### config.mk
export PLATFORM = sky130hd
export DESIGN_NAME = sd_cmd_sequencer
export DESIGN_NICKNAME = d
export VERILOG_FILES = /design/src/rtl/sd_cmd_sequencer.sv
export SDC_FILE = /design/constraint.sdc
export NUM_CORES = 1
export LEC_CHECK = 0
export BUFFER_PORTS_ARGS = -buffer_cell sky130_fd_sc_hd__buf_2
export CAP_MARGIN = 20
export CORE_ASPECT_RATIO = 0.6
export CORE_MARGIN = 5
export CORE_UTILIZATION = 53
export CTS_CLUSTER_DIAMETER = 100
export DETAILED_ROUTE_END_ITERATION = 8
export GPL_TIMING_DRIVEN = 0
export PLACE_DENSITY = 0.79
export REMOVE_ABC_BUFFERS = 1
export SETUP_SLACK_MARGIN = 0.2
export SLEW_MARGIN = 20
export SYNTH_ARGS = -nofsm -noshare
export SYNTH_HDL_FRONTEND = slang
export SYNTH_SLANG_ARGS = --single-unit
### constraint.sdc
create_clock -name MasterCLK -period 2.7 [get_ports MasterCLK]
set_input_delay 0.405 -clock MasterCLK [delete_from_list [all_inputs] [get_ports MasterCLK]]
set_output_delay 0.405 -clock MasterCLK [all_outputs]
set_load 0.02 [all_outputs]
### src/rtl/sd_cmd_sequencer.sv
// SD SPI command sequencer: PRE fill, 6-byte frame, R1 poll, optional 4 data bytes, tail byte; one byte outstanding at a time.
// Accepts a command only in IDLE (cmd_ready), stalls on spi_done per byte; SD_CRC7_EN computes the real CRC7 instead of the fixed table.
module sd_cmd_sequencer #(
  parameter int RESP_POLL_MAX = 16,
  parameter int PRE_BYTES     = 1
) (
  input  logic        MasterCLK,
  input  logic        Reset,
  input  logic        cmd_valid,
  output logic        cmd_ready,
  input  logic [5:0]  cmd_index,
  input  logic [31:0] cmd_arg,
  input  logic        cmd_resp_len,
  output logic        resp_valid,
  output logic [7:0]  resp_r1,
  output logic [31:0] resp_data,
  output logic        resp_timeout,
  output logic        spi_start,
  output logic [7:0]  spi_tx,
  input  logic [7:0]  spi_rx,
  input  logic        spi_done,
  output logic        spi_cs_n
);

  typedef enum logic [2:0] {
    S_IDLE, S_PRE, S_FRAME, S_POLL, S_DATA, S_TAIL, S_DONE
  } state_t;

  state_t      state_q, state_d;
  logic        cmd_ready_q, cmd_ready_d;
  logic        resp_valid_q, resp_valid_d;
  logic [7:0]  resp_r1_q, resp_r1_d;
  logic [31:0] resp_data_q, resp_data_d;
  logic        resp_timeout_q, resp_timeout_d;
  logic        spi_start_q, spi_start_d;
  logic [7:0]  spi_tx_q, spi_tx_d;
  logic        spi_cs_n_q, spi_cs_n_d;
  logic        pend_q, pend_d;
  logic        wait_q, wait_d;
  logic [2:0]  byte_cnt_q, byte_cnt_d;
  logic [7:0]  poll_cnt_q, poll_cnt_d;
  logic [5:0]  idx_q, idx_d;
  logic [31:0] arg_q, arg_d;
  logic        len_q, len_d;
  logic [7:0]  r1_sh_q, r1_sh_d;
  logic [31:0] data_sh_q, data_sh_d;
  logic        to_sh_q, to_sh_d;

  logic        accept;
  logic        done_ev;
  logic [7:0]  crc_byte;

  assign accept  = (state_q == S_IDLE) && cmd_ready_q && cmd_valid;
  assign done_ev = wait_q && spi_done;

  function automatic logic [7:0] frame_byte(input logic [2:0] n, input logic [5:0] ix,
                                            input logic [31:0] a, input logic [7:0] cb);
    logic [7:0] b;
    case (n)
      3'd0:    b = {2'b01, ix};
      3'd1:    b = a[31:24];
      3'd2:    b = a[23:16];
      3'd3:    b = a[15:8];
      3'd4:    b = a[7:0];
      3'd5:    b = cb;
      default: b = 8'hFF;
    endcase
    return b;
  endfunction

`ifdef SD_CRC7_EN
  logic [6:0] crc_q, crc_d;

  // MSB-first serial CRC7, polynomial x^7 + x^3 + 1
  function automatic logic [6:0] crc7_upd(input logic [6:0] c, input logic [7:0] b);
    logic [6:0] r;
    logic       fb;
    r = c;
    for (int i = 7; i >= 0; i--) begin
      fb = r[6] ^ b[i];
      r  = {r[5:0], 1'b0};
      if (fb) r = r ^ 7'h09;
    end
    return r;
  endfunction

  // Folds each of the first five frame bytes in as it completes on the wire
  always_comb begin
    crc_d = crc_q;
    if (accept) begin
      crc_d = 7'd0;
    end else if (state_q == S_FRAME && done_ev && byte_cnt_q < 3'd5) begin
      crc_d = crc7_upd(crc_q, spi_tx_q);
    end
  end

  always_ff @(posedge MasterCLK or negedge Reset) begin
    if (!Reset) crc_q <= 7'd0;
    else        crc_q <= crc_d;
  end

  assign crc_byte = {crc_d, 1'b1};
`else
  assign crc_byte = (idx_q == 6'd0) ? 8'h95 :
                    (idx_q == 6'd8) ? 8'h87 : 8'h01;
`endif

  always_comb begin
    state_d        = state_q;
    cmd_ready_d    = cmd_ready_q;
    resp_valid_d   = 1'b0;
    resp_r1_d      = resp_r1_q;
    resp_data_d    = resp_data_q;
    resp_timeout_d = resp_timeout_q;
    spi_start_d    = 1'b0;
    spi_tx_d       = spi_tx_q;
    spi_cs_n_d     = spi_cs_n_q;
    pend_d         = pend_q;
    wait_d         = wait_q;
    byte_cnt_d     = byte_cnt_q;
    poll_cnt_d     = poll_cnt_q;
    idx_d          = idx_q;
    arg_d          = arg_q;
    len_d          = len_q;
    r1_sh_d        = r1_sh_q;
    data_sh_d      = data_sh_q;
    to_sh_d        = to_sh_q;

    // Start is issued the cycle after a byte slot is entered
    if (pend_q) begin
      spi_start_d = 1'b1;
      pend_d      = 1'b0;
      wait_d      = 1'b1;
    end
    if (done_ev) wait_d = 1'b0;

    case (state_q)
      S_IDLE: begin
        if (accept) begin
          idx_d          = cmd_index;
          arg_d          = cmd_arg;
          len_d          = cmd_resp_len;
          resp_timeout_d = 1'b0;
          to_sh_d        = 1'b0;
          if (!cmd_resp_len) begin
            resp_data_d = 32'd0;
            data_sh_d   = 32'd0;
          end
          cmd_ready_d = 1'b0;
          spi_cs_n_d  = 1'b0;
          pend_d      = 1'b1;
          byte_cnt_d  = 3'd0;
          poll_cnt_d  = 8'd0;
          if (PRE_BYTES > 0) begin
            state_d  = S_PRE;
            spi_tx_d = 8'hFF;
          end else begin
            state_d  = S_FRAME;
            spi_tx_d = frame_byte(3'd0, cmd_index, cmd_arg, 8'hFF);
          end
        end
      end
      S_PRE: begin
        if (done_ev) begin
          pend_d = 1'b1;
          if (int'(byte_cnt_q) == PRE_BYTES - 1) begin
            state_d    = S_FRAME;
            byte_cnt_d = 3'd0;
            spi_tx_d   = frame_byte(3'd0, idx_q, arg_q, crc_byte);
          end else begin
            byte_cnt_d = byte_cnt_q + 3'd1;
            spi_tx_d   = 8'hFF;
          end
        end
      end
      S_FRAME: begin
        if (done_ev) begin
          pend_d = 1'b1;
          if (byte_cnt_q == 3'd5) begin
            state_d    = S_POLL;
            byte_cnt_d = 3'd0;
            spi_tx_d   = 8'hFF;
          end else begin
            byte_cnt_d = byte_cnt_q + 3'd1;
            spi_tx_d   = frame_byte(byte_cnt_q + 3'd1, idx_q, arg_q, crc_byte);
          end
        end
      end
      S_POLL: begin
        if (done_ev) begin
          pend_d   = 1'b1;
          spi_tx_d = 8'hFF;
          if (!spi_rx[7]) begin
            r1_sh_d    = spi_rx;
            byte_cnt_d = 3'd0;
            state_d    = len_q ? S_DATA : S_TAIL;
          end else if (int'(poll_cnt_q) == RESP_POLL_MAX - 1) begin
            r1_sh_d = 8'hFF;
            to_sh_d = 1'b1;
            state_d = S_TAIL;
          end else begin
            poll_cnt_d = poll_cnt_q + 8'd1;
          end
        end
      end
      S_DATA: begin
        if (done_ev) begin
          pend_d    = 1'b1;
          spi_tx_d  = 8'hFF;
          data_sh_d = {data_sh_q[23:0], spi_rx};
          if (byte_cnt_q == 3'd3) begin
            state_d = S_TAIL;
          end else begin
            byte_cnt_d = byte_cnt_q + 3'd1;
          end
        end
      end
      S_TAIL: begin
        if (done_ev) begin
          state_d        = S_DONE;
          spi_cs_n_d     = 1'b1;
          resp_valid_d   = 1'b1;
          resp_r1_d      = r1_sh_q;
          resp_data_d    = data_sh_q;
          resp_timeout_d = to_sh_q;
        end
      end
      S_DONE: begin
        state_d     = S_IDLE;
        cmd_ready_d = 1'b1;
      end
      default: begin
        state_d     = S_IDLE;
        cmd_ready_d = 1'b1;
        spi_cs_n_d  = 1'b1;
        pend_d      = 1'b0;
        wait_d      = 1'b0;
      end
    endcase
  end

  always_ff @(posedge MasterCLK or negedge Reset) begin
    if (!Reset) begin
      state_q        <= S_IDLE;
      cmd_ready_q    <= 1'b1;
      resp_valid_q   <= 1'b0;
      resp_r1_q      <= 8'hFF;
      resp_data_q    <= 32'd0;
      resp_timeout_q <= 1'b0;
      spi_start_q    <= 1'b0;
      spi_tx_q       <= 8'hFF;
      spi_cs_n_q     <= 1'b1;
      pend_q         <= 1'b0;
      wait_q         <= 1'b0;
      byte_cnt_q     <= 3'd0;
      poll_cnt_q     <= 8'd0;
      idx_q          <= 6'd0;
      arg_q          <= 32'd0;
      len_q          <= 1'b0;
      r1_sh_q        <= 8'hFF;
      data_sh_q      <= 32'd0;
      to_sh_q        <= 1'b0;
    end else begin
      state_q        <= state_d;
      cmd_ready_q    <= cmd_ready_d;
      resp_valid_q   <= resp_valid_d;
      resp_r1_q      <= resp_r1_d;
      resp_data_q    <= resp_data_d;
      resp_timeout_q <= resp_timeout_d;
      spi_start_q    <= spi_start_d;
      spi_tx_q       <= spi_tx_d;
      spi_cs_n_q     <= spi_cs_n_d;
      pend_q         <= pend_d;
      wait_q         <= wait_d;
      byte_cnt_q     <= byte_cnt_d;
      poll_cnt_q     <= poll_cnt_d;
      idx_q          <= idx_d;
      arg_q          <= arg_d;
      len_q          <= len_d;
      r1_sh_q        <= r1_sh_d;
      data_sh_q      <= data_sh_d;
      to_sh_q        <= to_sh_d;
    end
  end

  assign cmd_ready    = cmd_ready_q;
  assign resp_valid   = resp_valid_q;
  assign resp_r1      = resp_r1_q;
  assign resp_data    = resp_data_q;
  assign resp_timeout = resp_timeout_q;
  assign spi_start    = spi_start_q;
  assign spi_tx       = spi_tx_q;
  assign spi_cs_n     = spi_cs_n_q;

endmodule

; ---- After elaboration in Yosys (flattened, before gate mapping)
; Cells that the tools add are included.
[classes]
addsub = 2
eq_ne = 34
mux = 64
n_bitwise = 2
n_reduce_logical = 30
[ops]
columns = cell, n
row1 = $mux W32, 4
row2 = $pmux W32 S2, 2
row3 = $mux W8, 14
row4 = $mux W3, 20
row5 = $pmux W8 S6, 1
row6 = $pmux W8 S4, 1
row7 = $ne A2 B2 Y1 const B, 15
row8 = $eq A3 B3 Y1 const B, 6
row9 = $pmux W3 S6, 1
row10 = $pmux W8 S2, 1
row11 = $eq A3 B2 Y1 const B, 5
row12 = $pmux W3 S5, 1
row13 = $reduce_and A5 Y1, 3
row14 = $mux W1, 14
row15 = $reduce_and A10 Y1, 1
row16 = $reduce_or A5 Y1, 2
row17 = $logic_not A3 Y1, 3
row18 = $reduce_and A3 Y1, 3
row19 = $add A8 B1 Y8 const B, 1
row20 = $eq A8 B5 Y1 const B, 1
row21 = $pmux W1 S2, 4
row22 = $reduce_and A4 Y1, 2
row23 = $reduce_and A8 Y1, 1
row24 = $reduce_or A7 Y1, 1
row25 = 16 further kinds, 25
[totals]
regBits = 149
input_bits = 51
output_inout_bits = 53
word_cells = 151

; ---- Longest topological paths before layout
; Gate-level depths: netlist of the first run.
[logic_depth]
ltp_word = 7
depth_mapped = 8

; ---- Worst setup path after synthesis of the first run
; No wires, ideal clock.
[synth_timing]
kind = register to register
startpoint = register byte_cnt_q[0]
endpoint = register spi_tx_q[0], in the netlist spi_tx[0]
arrival_time_ns = 1.866
t_required_ns = 2.617
setup_slack_ns = 0.751
path_stages_with_launch = 8
cell_sequence = dfrtp_1 > ha_1 > ha_1 > o21ai_0 > a22o_1 > o21ai_0 > nand2_1 > o32a_1
[synth_between]
elab_chain_len = 6
elab_cells_between_ends = 15
cone_classes = add/sub: 1 / eq/ne: 6 / mux: 6 / reduce/logical: 2
[synth_lines]
columns = item, line
row1 = from (decl), 40  ; logic [2:0] byte_cnt_q, byte_cnt_d;
row2 = from (signal assigned), 275  ; byte_cnt_q <= byte_cnt_d;
row3 = $add A3 B1 Y3, 185  ; spi_tx_d = frame_byte(byte_cnt_q + 3'd1, idx_q, arg_q, crc_byte);
row4 = $eq A3 B3 Y1 (tied with other cells), 59  ; case (n)
row5 = $pmux W8 S6, 59
row6 = $mux W8, 179  ; if (byte_cnt_q == 3'd5) begin
row7 = $mux W8, 177  ; if (done_ev) begin
row8 = $pmux W8 S4 *, 137  ; case (state_q)
row9 = to (signal assigned), 271  ; spi_tx_q <= spi_tx_d;
row10 = to (decl), 36  ; logic [7:0] spi_tx_q, spi_tx_d;
; Mark *: on every way between the ends. The rest lies on a longest branch, timed or not. The select of a mux whose other input is x is not followed.
; A chain may end at the register's enable or synchronous reset.

; ---- Worst setup path after layout of the first run
; Same ends and word-level chain as after synthesis.

==> flow_metrics.py, run 1 <==
metrics = {
    "outcome": {
        "status": "finished clean",
    },
    "global_routing": {
        "gr-usage-all-layers": 0.222,
        "grt_pass1_vias": 5242,
        "antenna_found_initial": 0,
        "grt_pass1_wl_mm": 26.0,
        "overflow": 0,
        "grt_max_degree": 93,
    },
    "layout": {
        "stdcell_area_mm2": 0.00778,
        "drive_gt1_frac": 0.256,
        "diodes": 0,
        "stdcell_count": 932,
        "area_growth_pct": 21.7,
        "finalNetCount": 814,
        "multi_input_comb_area_mm2": 0.00250,
        "fill_cells": 986,
        "regArea_mm2": 0.00376,
    },
    "critical_path": {
        "r2r_end": "spi_tx[0]",
        "ff2ff_path_depth": 7,
        "setup.worst_path.start": "byte_cnt_q[0]",
        "max_stage_delay_ns": 0.45,
        "reg2reg_slack_ns": 0.32,
        "required_ns": 3.03,
        "cpMostUsedCell": "ha_1",
        "critPathBufInv": 1,
        "cp_top_family": "adder cells",
        "cp-end-kind": "flop",
        "cp.arrival_ns": 2.71,
        "worstPathMaxFanout": 10,
        "regToRegStartpoint": "byte_cnt_q[0]",
        "path_class": "reg2reg",
        "critPathSlowestCell": "ha_1",
        "cp_cell_sequence": "ha_1 -> ha_1 -> clkinv_1 -> nor2_1 -> o22ai_1 -> nor2b_1 -> o32a_1",
        "worstSetupStartpointType": "flop",
    },
    "route": {
        "drtIter0Drc": 413,
        "vias_per_cell": 5.61,
        "ant_nets": 0,
        "routed_wirelength_mm": 15.8,
        "firstDrtPassIters": 5,
        "post_drt_wl_per_cell_um": 16.9,
        "vias": 5227,
        "drcViolationCount": 0,
    },
    "hold_path": {
        "whs_endpoint": "arg_q[2]",
        "hp-start": "cmd_arg[2]",
        "holdPathStages": 3,
        "hp-class": "in2reg",
    },
    "timing": {
        "period_share": 0.882,
        "hold_viol": 0,
        "worst_slack_ns": 0.318,
        "setup_viol": 0,
        "finalMaxSlewViolations": 0,
        "maxSlewHeadroom": 0.563,
        "whs_ns": 0.175,
        "fin_skew_ns": 0.0127,
        "fmax_mhz": 420,
        "fin_crit_ns": 2.38,
        "fin_tns_setup_ns": 0,
        "rsz0062_at_grt": "false",
        "tightest_slew_ns": 0.655,
    },
    "synthesis": {
        "synth.top_cell.area_share": 0.481,
        "ys_seq_area_frac": 0.588,
        "synth_cell_types": 52,
        "yosysMostFrequentCell": "nand2_1",
        "synth-seq-cells": 149,
        "postSynth.asyncResetShare": 1.00,
        "synthCells": 651,
        "yosys_warnings": 0,
        "synth_area_leaders": "dfrtp_1, nand2_1, dfstp_2",
        "synth_flop_cell": "dfrtp_1",
        "syn_area_per_cell_um2": 9.82,
        "synth_edf_count": 0,
        "syn_area_mm2": 0.00639,
        "netlist_top_cells_count": "nand2_1, dfrtp_1, o21ai_0, a22o_1, nor2_1",
        "yosysTopAreaCell": "dfrtp_1",
    },
    "clock_tree": {
        "cts.htree.levels": 4,
        "cts_buffers": 17,
        "cts_tree": "done",
        "clockBufferDepth": 2,
        "cts-root-buf": "clkbuf_16",
        "cts_sinks": 149,
        "clk_pin_slew_ns": 0.07,
        "clk-insertion-delay-late_ns": 0.42,
    },
    "placed_design": {
        "hpwl_mm": 10.5,
        "dp_slack_ns": -0.00149,
        "io_buffer_count": 103,
        "dpl-instance-area_mm2": 0.00715,
        "placed_cells": 893,
        "place_congestion": 0.880,
    },
    "power_and_ir_drop": {
        "comb_power_share": 0.021,
        "power_density_mw_per_mm2": 585,
        "peakVddDrop_v": 0.000505,
        "p_sw_w": 0.00106,
        "pwr-share-seq": 0.491,
        "p_int_w": 0.00350,
        "clockPowerShare": 0.488,
        "switching_share": 0.232,
        "power.leakage_nw": 3.87,
    },
    "floorplanning": {
        "die_w_um": 152,
        "io_pins": 104,
        "die-area_mm2": 0.0144,
        "die_h_um": 95.1,
        "initial_core_util": 0.535,
        "design.core.area_mm2": 0.0119,
        "rows": 31,
    },
    "flow_run": {
        "maxCapViolations": 0,
    },
}
-- placed cells by master, fill, tap and decap left out, types with 3 or more instances in the layout --
| master | instances |
|---|---|
| or4_1 | 3 |
| a22oi_1 | 13 |
| nor2b_1 | 5 |
| inv_6 | 3 |
| and3_1 | 4 |
| buf_2 | 107 |
| o22a_1 | 3 |
| nand2b_1 | 5 |
| buf_16 | 3 |
| nor2_4 | 3 |
| o21ai_0 | 38 |
| ha_1 | 9 |
| nand3_1 | 5 |
| inv_1 | 7 |
| buf_4 | 5 |
| nor2_1 | 27 |
| o22ai_1 | 5 |
| o21ai_1 | 19 |
| nor3_1 | 5 |
| nand2_1 | 204 |
| clkbuf_16 | 17 |
| inv_8 | 3 |
| o32a_1 | 3 |
| a31oi_1 | 7 |
| a21oi_1 | 20 |
| a22o_1 | 33 |
| nand4_1 | 4 |
| dfrtp_1 | 123 |
| dfstp_2 | 26 |
| clkinvlp_4 | 5 |
| xor2_1 | 3 |
| mux2_2 | 9 |
-- tightest hold or removal path, cell delays in order --
cell and delay (ns):
buf_2 0.08, nand2_1 0.04, nand2_1 0.04
-- state kept, by name (all words and copies together) (netlist names) --
signal,count
wait_q,1
len_q,1
resp_timeout,1
byte_cnt_q,3
spi_tx,8
poll_cnt_q,8
cmd_ready,1
spi_cs_n,1
pend_q,1
resp_data,32
resp_r1,8
idx_q,6
resp_valid,1
spi_start,1
data_sh_q,32
r1_sh_q,8
to_sh_q,1
state_q,3
arg_q,32
-- worst max path at each step --
stage / end / slack (ns) / depth (start not counted)
floorplan: poll_cnt_q[0] / -2.38 / 5
CTS: spi_tx[0] / 0.34 / 7
detailed placement: resp_data[5] / -0.001 / 5
global route: resp_timeout / 0.23 / 7
finish: spi_tx[0] / 0.32 / 7
global placement: poll_cnt_q[0] / -4.10 / 4
-- power by group through the flow --
stage | logic (W) | registers (W) | clock network [W]
detailed placement | 0.0000988 | 0.00227 | 0
global route | 0.000112 | 0.00223 | 0.00235
floorplan | 0.00000615 | 0.00227 | 0
finish | 0.0000969 | 0.00223 | 0.00222
global placement | 0.0000893 | 0.00227 | 0
CTS | 0.000100 | 0.00223 | 0.00225
-- what timing repair did --
action,4_1_cts,5_1_grt
resized for setup,2,1
endpoints found under the setup margin,32,27
pin swaps,2,1
hold endpoints to repair,47,0
hold buffers,1,0
gates cloned,1,0
buffers inserted,2,3
-- kinds of logic (layout without fill, tap and decap cells) --
kind of cell	after synthesis	count (layout)	synth area share
AO/OA/AOI/OAI	157	157	0.163
XOR/XNOR	5	5	0.00685
adder cells (fa/ha/maj)	9	9	0.0176
buffers and inverters	45	160	0.0284
flip-flops	149	149	0.588
multiplexers	10	10	0.0176
AND/OR/NAND/NOR	276	277	0.179
-- metal layers --
layer | GRT usage | up-vias | wire length (um)
met5 | 0 | - | 0
met4 | 0.0920 | 0 | 266
met3 | 0.0454 | 31 | 1010
met2 | 0.339 | 202 | 7150
met1 | 0.314 | 2546 | 7360
li1 | - | 2448 | -
-- metrics by stage --
stage	utilization	power, W
finish	0.651	0.00455
global route	0.651	0.00470
detailed placement	0.599	0.00237
CTS	0.649	0.00458
global placement	0.583	0.00236
floorplan	-	0.00228
-- final cells by class --
cell class                 instances  share of cell area
timing repair buffer             120              0.0923
sequential                       149               0.483
tap                              165              0.0265
inverter                           8             0.00386
clock inverter                    14              0.0154
multi-input combinational        458               0.322
clock buffer                      18              0.0564
Note: power is estimated with default switching activity, not from simulation.
==> run 2: changes to the inputs <==
--- a/config.mk
+++ b/config.mk
@@ -15,3 +15,3 @@
 export GPL_TIMING_DRIVEN = 0
-export PLACE_DENSITY = 0.79
+export PLACE_DENSITY = 0.86
 export REMOVE_ABC_BUFFERS = 1
==> constraint.sdc (replaced) <==
create_clock -name MasterCLK -period 2.7 [get_ports MasterCLK]
set_input_delay 0.27 -clock MasterCLK [delete_from_list [all_inputs] [get_ports MasterCLK]]
set_output_delay 0.27 -clock MasterCLK [all_outputs]
set_load 0.02 [all_outputs]
==> flow_metrics.py, run 2 (synthesized netlist as in run 1, its figures left out) <==
metrics = {
    "outcome": {
        "status": "finished clean",
    },
    "clock_tree": {
        "clk_pin_slew_ns": 0.07,
        "clockBufferDepth": 2,
        "cts_sinks": 149,
        "cts_buffers": 17,
        "clk-insertion-delay-late_ns": 0.42,
        "cts_tree": "done",
        "cts.htree.levels": 4,
        "cts-root-buf": "clkbuf_16",
    },
    "timing": {
        "fin_crit_ns": 2.42,
        "rsz0062_at_grt": "true",
        "fin_skew_ns": 0.0110,
        "setup_viol": 0,
        "tightest_slew_ns": 0.644,
        "period_share": 0.898,
        "maxSlewHeadroom": 0.570,
        "hold_viol": 0,
        "fmax_mhz": 413,
        "whs_ns": 0.0389,
        "finalMaxSlewViolations": 0,
    },
    "floorplanning": {
        "io_pins": 104,
        "initial_core_util": 0.535,
        "die-area_mm2": 0.0144,
        "die_h_um": 95.1,
        "rows": 31,
        "design.core.area_mm2": 0.0119,
        "die_w_um": 152,
    },
    "global_routing": {
        "overflow": 0,
        "grt_max_degree": 88,
        "grt_pass1_wl_mm": 26.7,
        "gr-usage-all-layers": 0.228,
        "antenna_found_initial": 0,
        "grt_pass1_vias": 5214,
    },
    "critical_path": {
        "cp_cell_sequence": "inv_1 -> nand4_1 -> nor2_1 -> nor2_4 -> a22o_1",
        "max_stage_delay_ns": 0.57,
        "worstSetupStartpointType": "flop",
        "required_ns": 3.00,
        "path_class": "reg2reg",
        "cp-end-kind": "flop",
        "worstPathMaxFanout": 18,
        "critPathSlowestCell": "dfrtp_1",
        "cp.arrival_ns": 2.72,
    },
    "layout": {
        "fill_cells": 938,
        "regArea_mm2": 0.00376,
        "multi_input_comb_area_mm2": 0.00249,
        "mostFrequentLayoutCell": "nand2_1",
        "stdcell_count": 929,
        "area_growth_pct": 21.2,
        "layout_common_cells": "nand2_1, dfrtp_1, buf_2",
        "diodes": 0,
        "drive_gt1_frac": 0.251,
        "finalNetCount": 811,
        "post-route-util": 0.649,
    },
    "route": {
        "vias_per_cell": 5.71,
        "firstDrtPassIters": 5,
        "ant_nets": 0,
        "drtIter0Drc": 599,
        "post_drt_wl_per_cell_um": 17.6,
        "routed_wirelength_mm": 16.3,
        "vias": 5304,
        "drcViolationCount": 0,
    },
    "placed_design": {
        "placed_cells": 893,
        "io_buffer_count": 103,
        "place_congestion": 0.859,
        "hpwl_mm": 10.8,
    },
    "flow_run": {
        "maxCapViolations": 0,
    },
    "hold_path": {
        "hp-class": "in2reg",
    },
    "power_and_ir_drop": {
        "power.leakage_nw": 3.87,
        "peakVddDrop_v": 0.000436,
        "power_density_mw_per_mm2": 584,
        "power_w": 0.00452,
    },
}
[run 2: power by group]
part           internal [W]  switching, W
logic             0.0000351     0.0000632
clock network       0.00120      0.000995
registers           0.00223             0
total               0.00347       0.00106
[run 2: what timing repair did]
action / CTS / global route
endpoints found under the setup margin: 0 / 37
hold buffers: 1 / 0
gates resized for setup: 0 / 1
hold endpoints to repair: 56 / 0
buffers inserted: 0 / 2
[run 2: worst paths after layout]
check,start,to,slack (ns),depth (start not counted)
setup / recovery,state_q[2],resp_data[14],0.28,5
setup reg to reg,state_q[2],resp_data[14],0.28,5
min in group asynchronous,Reset,resp_data[15],0.39,2
max in group asynchronous,Reset,cmd_ready,1.49,3
hold / removal,cmd_index[4],idx_q[4],0.04,3
hold reg to reg,pend_q,spi_start,0.44,0
[run 2: worst max-delay path: cells and delay by family (launching register included)]
family / cells / cell delay (ns)
DFF: 1 / 0.57
AOI/OAI and AO/OA: 1 / 0.23
and+or+nand+nor: 3 / 1.04
buffers and inverters: 1 / 0.45
[run 2: cell type report]
cell class                 count  area share
clock inverter                15      0.0153
inverter                       8     0.00388
sequential                   149       0.485
clock buffer                  17      0.0549
multi-input combinational    458       0.322
timing repair buffer         117      0.0920
tap                          165      0.0266
[run 2: through the flow]
stage / worst slack, ns / cell area (um2) / TNS [ns]
after floorplan: -2.38 / 6240 / -109.73
after global placement: -4.04 / 6970 / -342.79
after detailed placement: 0.320 / 7160 / 0
after CTS: 0.283 / 7710 / 0
after global routing: 0.183 / 7750 / 0
final: 0.276 / 7750 / 0
[run 2: routing by layer]
layer  wire length [um]  vias to the layer above  track usage
li1                   -                     2440            -
met1               7130                     2591        0.315
met2               7800                      234        0.363
met3               1070                       39       0.0522
met4                350                        0       0.0748
met5                  0                        -            0
==> run 3: changes to the inputs <==
Settings changed: RECOVER_POWER from default to 50.
==> flow_metrics.py, run 3 (synthesized netlist as in run 1, its figures left out) <==
metrics = {
    "outcome": {
        "status": "complete, but fails checks",
        "violations": "max-capacitance violations, max-slew violations",
    },
    "clock_tree": {
        "cts_buffers": 17,
        "cts.htree.levels": 4,
        "cts_sinks": 149,
        "cts-root-buf": "clkbuf_16",
        "cts_tree": "done",
        "clockBufferDepth": 2,
        "clk_pin_slew_ns": 0.07,
        "clk-insertion-delay-late_ns": 0.42,
    },
    "critical_path": {
        "cp-end-kind": "flop",
        "cp.arrival_ns": 2.78,
        "r2r_end": "spi_tx[0]",
        "reg2reg_slack_ns": 0.27,
        "required_ns": 3.05,
        "worstPathMaxFanout": 10,
        "worstSetupStartpointType": "flop",
        "ff2ff_path_depth": 7,
        "path_class": "reg2reg",
        "regToRegStartpoint": "byte_cnt_q[0]",
    },
    "global_routing": {
        "grt_max_degree": 88,
        "antenna_found_initial": 0,
        "grt_pass1_wl_mm": 26.7,
        "overflow": 0,
        "gr-usage-all-layers": 0.228,
        "grt_pass1_vias": 5214,
    },
    "timing": {
        "fin_crit_ns": 2.43,
        "hold_viol": 0,
        "fmax_mhz": 411,
        "setup_viol": 0,
        "finalMaxSlewViolations": 63,
        "tightest_slew_ns": 1.57,
        "worst_slack_ns": 0.270,
        "period_share": 0.900,
        "rsz0062_at_grt": "true",
        "fin_skew_ns": 0.0148,
        "maxSlewHeadroom": -0.0484,
    },
    "floorplanning": {
        "io_pins": 104,
        "die_h_um": 95.1,
        "initial_core_util": 0.535,
        "rows": 31,
        "design.core.area_mm2": 0.0119,
        "die-area_mm2": 0.0144,
        "die_w_um": 152,
    },
    "power_and_ir_drop": {
        "clockPowerShare": 0.485,
        "p_int_w": 0.00346,
        "comb_power_share": 0.021,
        "peakVddDrop_v": 0.000436,
        "switching_share": 0.234,
        "power_density_mw_per_mm2": 588,
        "power_w": 0.00452,
        "pwr-share-seq": 0.494,
        "power.leakage_nw": 3.71,
        "p_sw_w": 0.00106,
    },
    "placed_design": {
        "io_buffer_count": 103,
        "place_congestion": 0.859,
        "dp_slack_ns": 0.320,
        "hpwl_mm": 10.8,
        "dpl-instance-area_mm2": 0.00716,
    },
    "layout": {
        "stdcell_area_mm2": 0.00769,
        "mostFrequentLayoutCell": "nand2_1",
        "drive_gt1_frac": 0.205,
        "area_growth_pct": 20.3,
        "diodes": 0,
        "finalNetCount": 811,
        "layout_common_cells": "nand2_1, dfrtp_1, buf_2",
    },
    "hold_path": {
        "hp-start": "cmd_index[4]",
        "whs_endpoint": "idx_q[4]",
        "holdPathStages": 3,
        "hp-class": "in2reg",
    },
    "route": {
        "vias_per_cell": 5.71,
        "firstDrtPassIters": 6,
        "drtIter0Drc": 548,
        "routed_wirelength_mm": 16.3,
        "post_drt_wl_per_cell_um": 17.6,
        "ant_nets": 0,
        "drcViolationCount": 0,
        "vias": 5305,
    },
    "flow_run": {
        "maxCapViolations": 1,
    },
}
run 3: cell count changes in the layout (fill, tap and decap cells not counted):
cell,change
buf_8,-1
clkbuf_2,+1
buf_2,-35
clkbuf_1,+35
run 3: stage by stage:
stage | std cells | utilization | hold slack, ns | TNS (ns)
floorplan | 614 | - | -0.0256 | -109.73
global placement | 882 | 0.583 | 0.425 | -342.79
detailed placement | 893 | 0.599 | 0.242 | 0
CTS | 926 | 0.645 | 0.0313 | 0
global route | 929 | 0.644 | 0.0498 | 0
finish | 929 | 0.644 | 0.0349 | 0
run 3: worst max-delay path by stage:
stage                              from       endpoint  slack [ns]  cells after the start
after detailed placement     state_q[2]  resp_data[14]        0.32                      5
after global placement       state_q[1]  poll_cnt_q[0]       -4.04                      4
after floorplan               cmd_ready  poll_cnt_q[0]       -2.38                      5
after CTS                    state_q[2]  resp_data[14]        0.28                      5
after global routing         state_q[2]   resp_data[1]        0.18                      5
final                     byte_cnt_q[0]      spi_tx[0]        0.27                      7
run 3: critical path, cell delays in order, from the launching register on:
cell and delay, ns:
dfrtp_1 0.44, ha_1 0.25, ha_1 0.47, clkinv_1 0.38, nor2_1 0.20, o22ai_1 0.13, nor2b_1 0.16, o32a_1 0.33
run 3: layout make-up:
class | count | area, um2
multi-input combinational | 458 | 2490
fill | 959 | 4250
clock buffer | 17 | 425
timing repair buffer | 117 | 659
inverter | 8 | 30.0
clock inverter | 15 | 119
tap | 165 | 206
sequential | 149 | 3760
run 3: what timing repair did:
item,CTS,global route
setup endpoints to repair,0,37
resized for setup,0,1
buffers inserted,0,2
hold buffers,1,0
hold endpoints to repair,56,0
run 3: power by group through the flow:
| stage | clock network, W | registers (W) | logic (W) |
|---|---|---|---|
| 3_3_place_gp | 0 | 0.00227 | 0.0000891 |
| 2_1_floorplan | 0 | 0.00227 | 0.00000615 |
| 4_1_cts | 0.00222 | 0.00223 | 0.000101 |
| 5_1_grt | 0.00232 | 0.00223 | 0.000111 |
| 6_report | 0.00219 | 0.00223 | 0.0000967 |
| 3_5_place_dp | 0 | 0.00227 | 0.0000986 |
run 3: layer usage:
metal / GRT usage / share of wire / up-vias
met5: 0 / 0 / -
li1: - / - / 2439
met4: 0.0748 / 0.021 / 0
met2: 0.363 / 0.47 / 207
met3: 0.0522 / 0.056 / 44
met1: 0.315 / 0.45 / 2615
